$ cat config.mk
export PLATFORM = sky130hd
export DESIGN_NAME = data_mem_arbiter
export DESIGN_NICKNAME = d
export VERILOG_FILES = /design/src/rtl/data_mem_arbiter.sv
export SDC_FILE = /design/constraint.sdc
export NUM_CORES = 1
export LEC_CHECK = 0
export BUFFER_PORTS_ARGS = -buffer_cell sky130_fd_sc_hd__buf_2
export CORE_AREA = 2 2 84 86
export DETAILED_ROUTE_END_ITERATION = 12
export DIE_AREA = 0 0 86 88
export PLACE_DENSITY = 0.8
export REMOVE_ABC_BUFFERS = 1
export SYNTH_ARGS = -nofsm -noshare
export SYNTH_HDL_FRONTEND = slang
export SYNTH_SLANG_ARGS = --single-unit
export TNS_END_PERCENT = 50
$ cat constraint.sdc
create_clock -name CLK -period 3 [get_ports CLK]
set_input_delay 0.6 -clock CLK [delete_from_list [all_inputs] [get_ports CLK]]
set_output_delay 0.6 -clock CLK [all_outputs]
set_load 0.02 [all_outputs]
$ cat src/rtl/data_mem_arbiter.sv
// Single-port data memory arbiter: the MEM stage (cpu) has priority; external bursts
// fill idle cycles and, when starved for MAX_WAIT cycles, steal one cycle by stalling the cpu.
module data_mem_arbiter #(
  parameter int AW       = 16,
  parameter int DW       = 16,
  parameter int LEN_W    = 4,
  parameter int MAX_WAIT = 4
) (
  input  logic             CLK,
  input  logic             RST,
  input  logic             cpu_rd,
  input  logic             cpu_wr,
  input  logic [AW-1:0]    cpu_addr,
  input  logic [DW-1:0]    cpu_wdata,
  output logic [DW-1:0]    cpu_rdata,
  output logic             cpu_stall,
  input  logic             ext_req,
  input  logic             ext_we,
  input  logic [AW-1:0]    ext_addr,
  input  logic [LEN_W-1:0] ext_len,
  input  logic [DW-1:0]    ext_wdata,
  output logic             ext_ack,
  output logic [DW-1:0]    ext_rdata,
  output logic             ext_rvalid,
  output logic             ext_done,
  output logic [AW-1:0]    mem_addr,
  output logic [DW-1:0]    mem_wdata,
  output logic             mem_rd,
  output logic             mem_wr,
  input  logic [DW-1:0]    mem_rdata
);

  localparam int WCW = $clog2(MAX_WAIT + 1);

  typedef enum logic [1:0] {
    IDLE,
    BURST,
    FORCE
  } state_t;

  state_t           state_q, state_d;
  logic [AW-1:0]    base_q, base_d;
  logic [LEN_W-1:0] len_q, len_d;
  logic [LEN_W-1:0] beat_idx_q, beat_idx_d;
  logic             we_q, we_d;
  logic [WCW-1:0]   wait_cnt_q, wait_cnt_d;
  logic             cpu_stall_q, cpu_stall_d;
  logic [DW-1:0]    ext_rdata_q, ext_rdata_d;
  logic             ext_rvalid_q, ext_rvalid_d;
  logic             ext_done_q, ext_done_d;

  logic             cpu_active;
  logic             beat;
  logic [AW-1:0]    beat_addr;

  assign cpu_active = cpu_rd | cpu_wr;
  // In FORCE the pipeline is frozen, so whatever cpu_rd/cpu_wr show is a replay and is ignored.
  assign beat       = (state_q == FORCE) | ((state_q == BURST) & ~cpu_active);
  assign beat_addr  = base_q + AW'(beat_idx_q);

  always_comb begin
    state_d      = state_q;
    base_d       = base_q;
    len_d        = len_q;
    beat_idx_d   = beat_idx_q;
    we_d         = we_q;
    wait_cnt_d   = wait_cnt_q;
    cpu_stall_d  = 1'b0;
    ext_rdata_d  = ext_rdata_q;
    ext_rvalid_d = 1'b0;
    ext_done_d   = 1'b0;

    case (state_q)
      IDLE: begin
        if (ext_req) begin
          base_d     = ext_addr;
          len_d      = ext_len;
          we_d       = ext_we;
          beat_idx_d = '0;
          wait_cnt_d = '0;
          state_d    = BURST;
        end
      end
      BURST, FORCE: begin
        if (beat) begin
          wait_cnt_d = '0;
          if (!we_q) begin
            ext_rvalid_d = 1'b1;
            ext_rdata_d  = mem_rdata;
          end
          if (beat_idx_q == len_q) begin
            ext_done_d = 1'b1;
            state_d    = IDLE;
          end else begin
            beat_idx_d = beat_idx_q + LEN_W'(1);
            state_d    = BURST;
          end
        end else begin
          wait_cnt_d = wait_cnt_q + WCW'(1);
          if (wait_cnt_d == WCW'(MAX_WAIT)) begin
            state_d     = FORCE;
            cpu_stall_d = 1'b1;
          end
        end
      end
      default: state_d = IDLE;
    endcase
  end

  always_ff @(posedge CLK) begin
    if (RST) begin
      state_q      <= IDLE;
      base_q       <= '0;
      len_q        <= '0;
      beat_idx_q   <= '0;
      we_q         <= 1'b0;
      wait_cnt_q   <= '0;
      cpu_stall_q  <= 1'b0;
      ext_rdata_q  <= '0;
      ext_rvalid_q <= 1'b0;
      ext_done_q   <= 1'b0;
    end else begin
      state_q      <= state_d;
      base_q       <= base_d;
      len_q        <= len_d;
      beat_idx_q   <= beat_idx_d;
      we_q         <= we_d;
      wait_cnt_q   <= wait_cnt_d;
      cpu_stall_q  <= cpu_stall_d;
      ext_rdata_q  <= ext_rdata_d;
      ext_rvalid_q <= ext_rvalid_d;
      ext_done_q   <= ext_done_d;
    end
  end

  // Memory port: the ext beat owns it exactly in ack cycles, otherwise the cpu path passes through.
  always_comb begin
    if (beat) begin
      mem_addr  = beat_addr;
      mem_wdata = ext_wdata;
      mem_rd    = ~we_q;
      mem_wr    = we_q;
    end else begin
      mem_addr  = cpu_addr;
      mem_wdata = cpu_wdata;
      mem_rd    = cpu_rd;
      mem_wr    = cpu_wr;
    end
  end

  assign cpu_rdata  = mem_rdata;
  assign cpu_stall  = cpu_stall_q;
  assign ext_ack    = beat;
  assign ext_rdata  = ext_rdata_q;
  assign ext_rvalid = ext_rvalid_q;
  assign ext_done   = ext_done_q;

endmodule
==> impl_results.md <==
- Status: finished, final reports clean
- Final hold viol count: 0
- Final Util: 0.577
- Worst hold path class: flip-flop to flip-flop
- Final slew viol count: 0
- # fillers: 636
- CP Class: flip-flop to output pin
- CP max FO: 7
- Share of the synthesized area in the top cell type: 0.333
- Area leader, netlist: dfxtp_1
- WP data required: 2.40 ns
- PortBufs: 159
- Number of enable flip-flop cells after synthesis: 0
- Clk pin slew, worst setup/hold paths: 0.09 ns
- TritonCTS clock tree: yes
- Share of cells above drive strength 1: 0.348
- Arrival time at the worst endpoint: 2.33 ns
- Setup WS pre-CTS: 0.243 ns
- DIE WIDTH: 86 um
- Placed Cells incl. Taps: 603
- Global-route wire length before repair: 12.0 mm
- Synthesized area per cell: 7.46 um2
- Worst-skew pair later-pin latency: 0.30 ns
- Primary FF master, synth: dfxtp_1
- GRT overflow: 0
- RD Place Congestion: 0.859
- Setup TNS: 0 ns
- CP endpoint kind: output pin
- #FFs+latches synth: 49
- Minimum clock period: 2.93 ns
- Std cell rows: 30
- Vias in the first global route: 2738
- Max clock buf depth: 2
- P_leak: 1.98 nW
- Root buf cell: clkbuf_8
- FMAX: 0.341 GHz
- Initial antenna violation count: 0
- Register Area: 986 um2
- Tot GR Track Use: 0.195
- Fin cells: 611
- Sequential-to-total area share from yosys stat: 0.333
- YS warnings: 0
- Synthesized cell area: 0.00295 mm2
- Die Ht: 88 um
- Antenna fix cells: 0
- Worst hold stages: 2
- Worst R2R Path Depth: 6
- Multi-input logic area: 0.00174 mm2
- RSZ-0062 raised after global routing: true
- Starting Density: 0.444
- Htree depth: 2
- Area Growth Syn to Fin: 30.1%
- TritonCTS buffer count: 5
- Setup Buffers After CTS: 0
- Final worst setup slack: 0.0695 ns
- Power per standard cell area: 483 mW/mm2
- Antenna-violating nets left: 0
- Gate Count Post-Synth: 395
- Power Total: 1.85 mW
- Core box area: 0.00664 mm2
- Via count: 3167
- I/O pins: 160
- Setup-failing EPs final: 0
- Synth area leaders: dfxtp_1, nand2_1, mux2i_1, a21oi_1, ha_1
- Drt via density: 5.18
- Total iterations of the first detailed-routing run: 4
- Slew HR: 0.296
- Worst-Margin Slew: 1.05 ns
- Maximum capacitance violations: 0
- CP Launch Type: flip-flop
- Clock skew: 0.00449 ns
- Yosys cell types: 50
- Wire per inst: 12.8 um
- DRC marker count from the first detailed-route iteration: 148
- Post-synth ARST share: 0
- Final nets: 632
- Hold_buf cts: 0
- Largest net degree at the start of global routing: 50
- Max IR drop VDD: 0.340 mV
- Remaining DRCs: 0
- CTS sink cnt: 49
- Tcrit/Tclk final: 0.977
- Die area: 0.00757 mm2
- WL final: 7.85 mm
- Detailed placer's ending HPWL: 5.87 mm
-- worst max-delay path, cell delays in order, from the launching register on --
cell,delay (ns)
dfxtp_4,0.39
ha_1,0.19
fa_2,0.25
a211oi_2,0.12
or3_1,0.38
or3_1,0.34
a31oi_1,0.17
buf_2,0.19
-- worst paths after layout --
| path | slack [ns] | from | end |
|---|---|---|---|
| setup / recovery | 0.07 | beat_idx_q[0] | mem_addr[14] |
| hold / removal | 0.47 | base_q[3] | base_q[3] |
| setup reg to reg | 0.84 | state_q[1] | ext_rdata[12] |
| hold reg to reg | 0.47 | base_q[3] | base_q[3] |
-- stage by stage --
step | hold WS [ns] | area [um2]
detailed placement | 0.456 | 3700
finish | 0.466 | 3830
global route | 0.486 | 3830
CTS | 0.467 | 3820
global placement | 0.449 | 3700
floorplan | 0.435 | 2730
-- Yosys cell counts, drive strengths merged (2+ instances only) --
master / number
nand3: 5
xor2: 8
nor2: 28
inv: 8
o211ai: 2
and3: 2
nand2: 113
nor4: 3
ha: 11
nor3: 4
dfxtp: 49
a21o: 2
mux2: 2
clkbuf: 9
or4: 5
xnor2: 5
a31oi: 11
nor2b: 2
and2: 2
o311ai: 3
buf: 30
mux2i: 16
nand4: 5
nor3b: 2
o31ai: 4
o21ai: 11
or3: 5
nand2b: 5
a21oi: 30
-- repair_timing --
item / CTS / global route
endpoints found under the setup margin: 1 / 4
resized for setup: 2 / 4
gates cloned: 0 / 0
-- layout by cell type (no fill, tap or decap), types with 7 or more instances in the layout --
cell | synthesis | routed
a21oi_1 | 30 | 30
inv_1 | 7 | 7
xor2_1 | 8 | 8
buf_2 | 9 | 159
ha_1 | 11 | 10
mux2i_1 | 16 | 16
nand2_1 | 113 | 113
dfxtp_1 | 49 | 47
nor2_1 | 28 | 27
o21ai_1 | 8 | 8
buf_4 | 17 | 7
a31oi_1 | 11 | 11
-- registers in the layout (all words and copies together), names as in the netlist --
register,flops
base_q,16
ext_rdata,16
beat_idx_q,4
len_q,4
wait_cnt_q,3
state_q,2
cpu_stall,1
ext_done,1
ext_rvalid,1
we_q,1
-- where the power goes --
part / switching [mW] / internal (mW) / total, mW
registers: 0.0468 / 0.696 / 0.742
clock network: 0.234 / 0.250 / 0.485
logic: 0.394 / 0.232 / 0.625
-- per-layer routing --
metal	global-route usage	routed length (um)	up-vias
met3	0.0443	718	10
li1	-	-	1609
met5	0	0	-
met4	0.0476	68	0
met1	0.236	3380	1407
met2	0.352	3680	141
-- logic make-up after synthesis --
| logic type | Yosys count | share of synthesized area |
|---|---|---|
| AND/OR/NAND/NOR | 186 | 0.283 |
| AO/OA/AOI/OAI | 70 | 0.145 |
| flip-flops | 49 | 0.333 |
| buffers and inverters | 47 | 0.0853 |
| multiplexers | 18 | 0.0620 |
| XOR/XNOR | 13 | 0.0386 |
| adder cells (fa/ha/maj) | 12 | 0.0535 |
-- layout make-up --
type | instances | share of cell area
clock buffers | 5 | 0.0179
flip-flops and latches | 49 | 0.257
well taps | 80 | 0.0261
inverters | 8 | 0.00783
multi-input cells | 299 | 0.453
repair buffers | 167 | 0.226
clock inverters | 3 | 0.0114
Note: power is estimated with default switching activity, not from simulation.
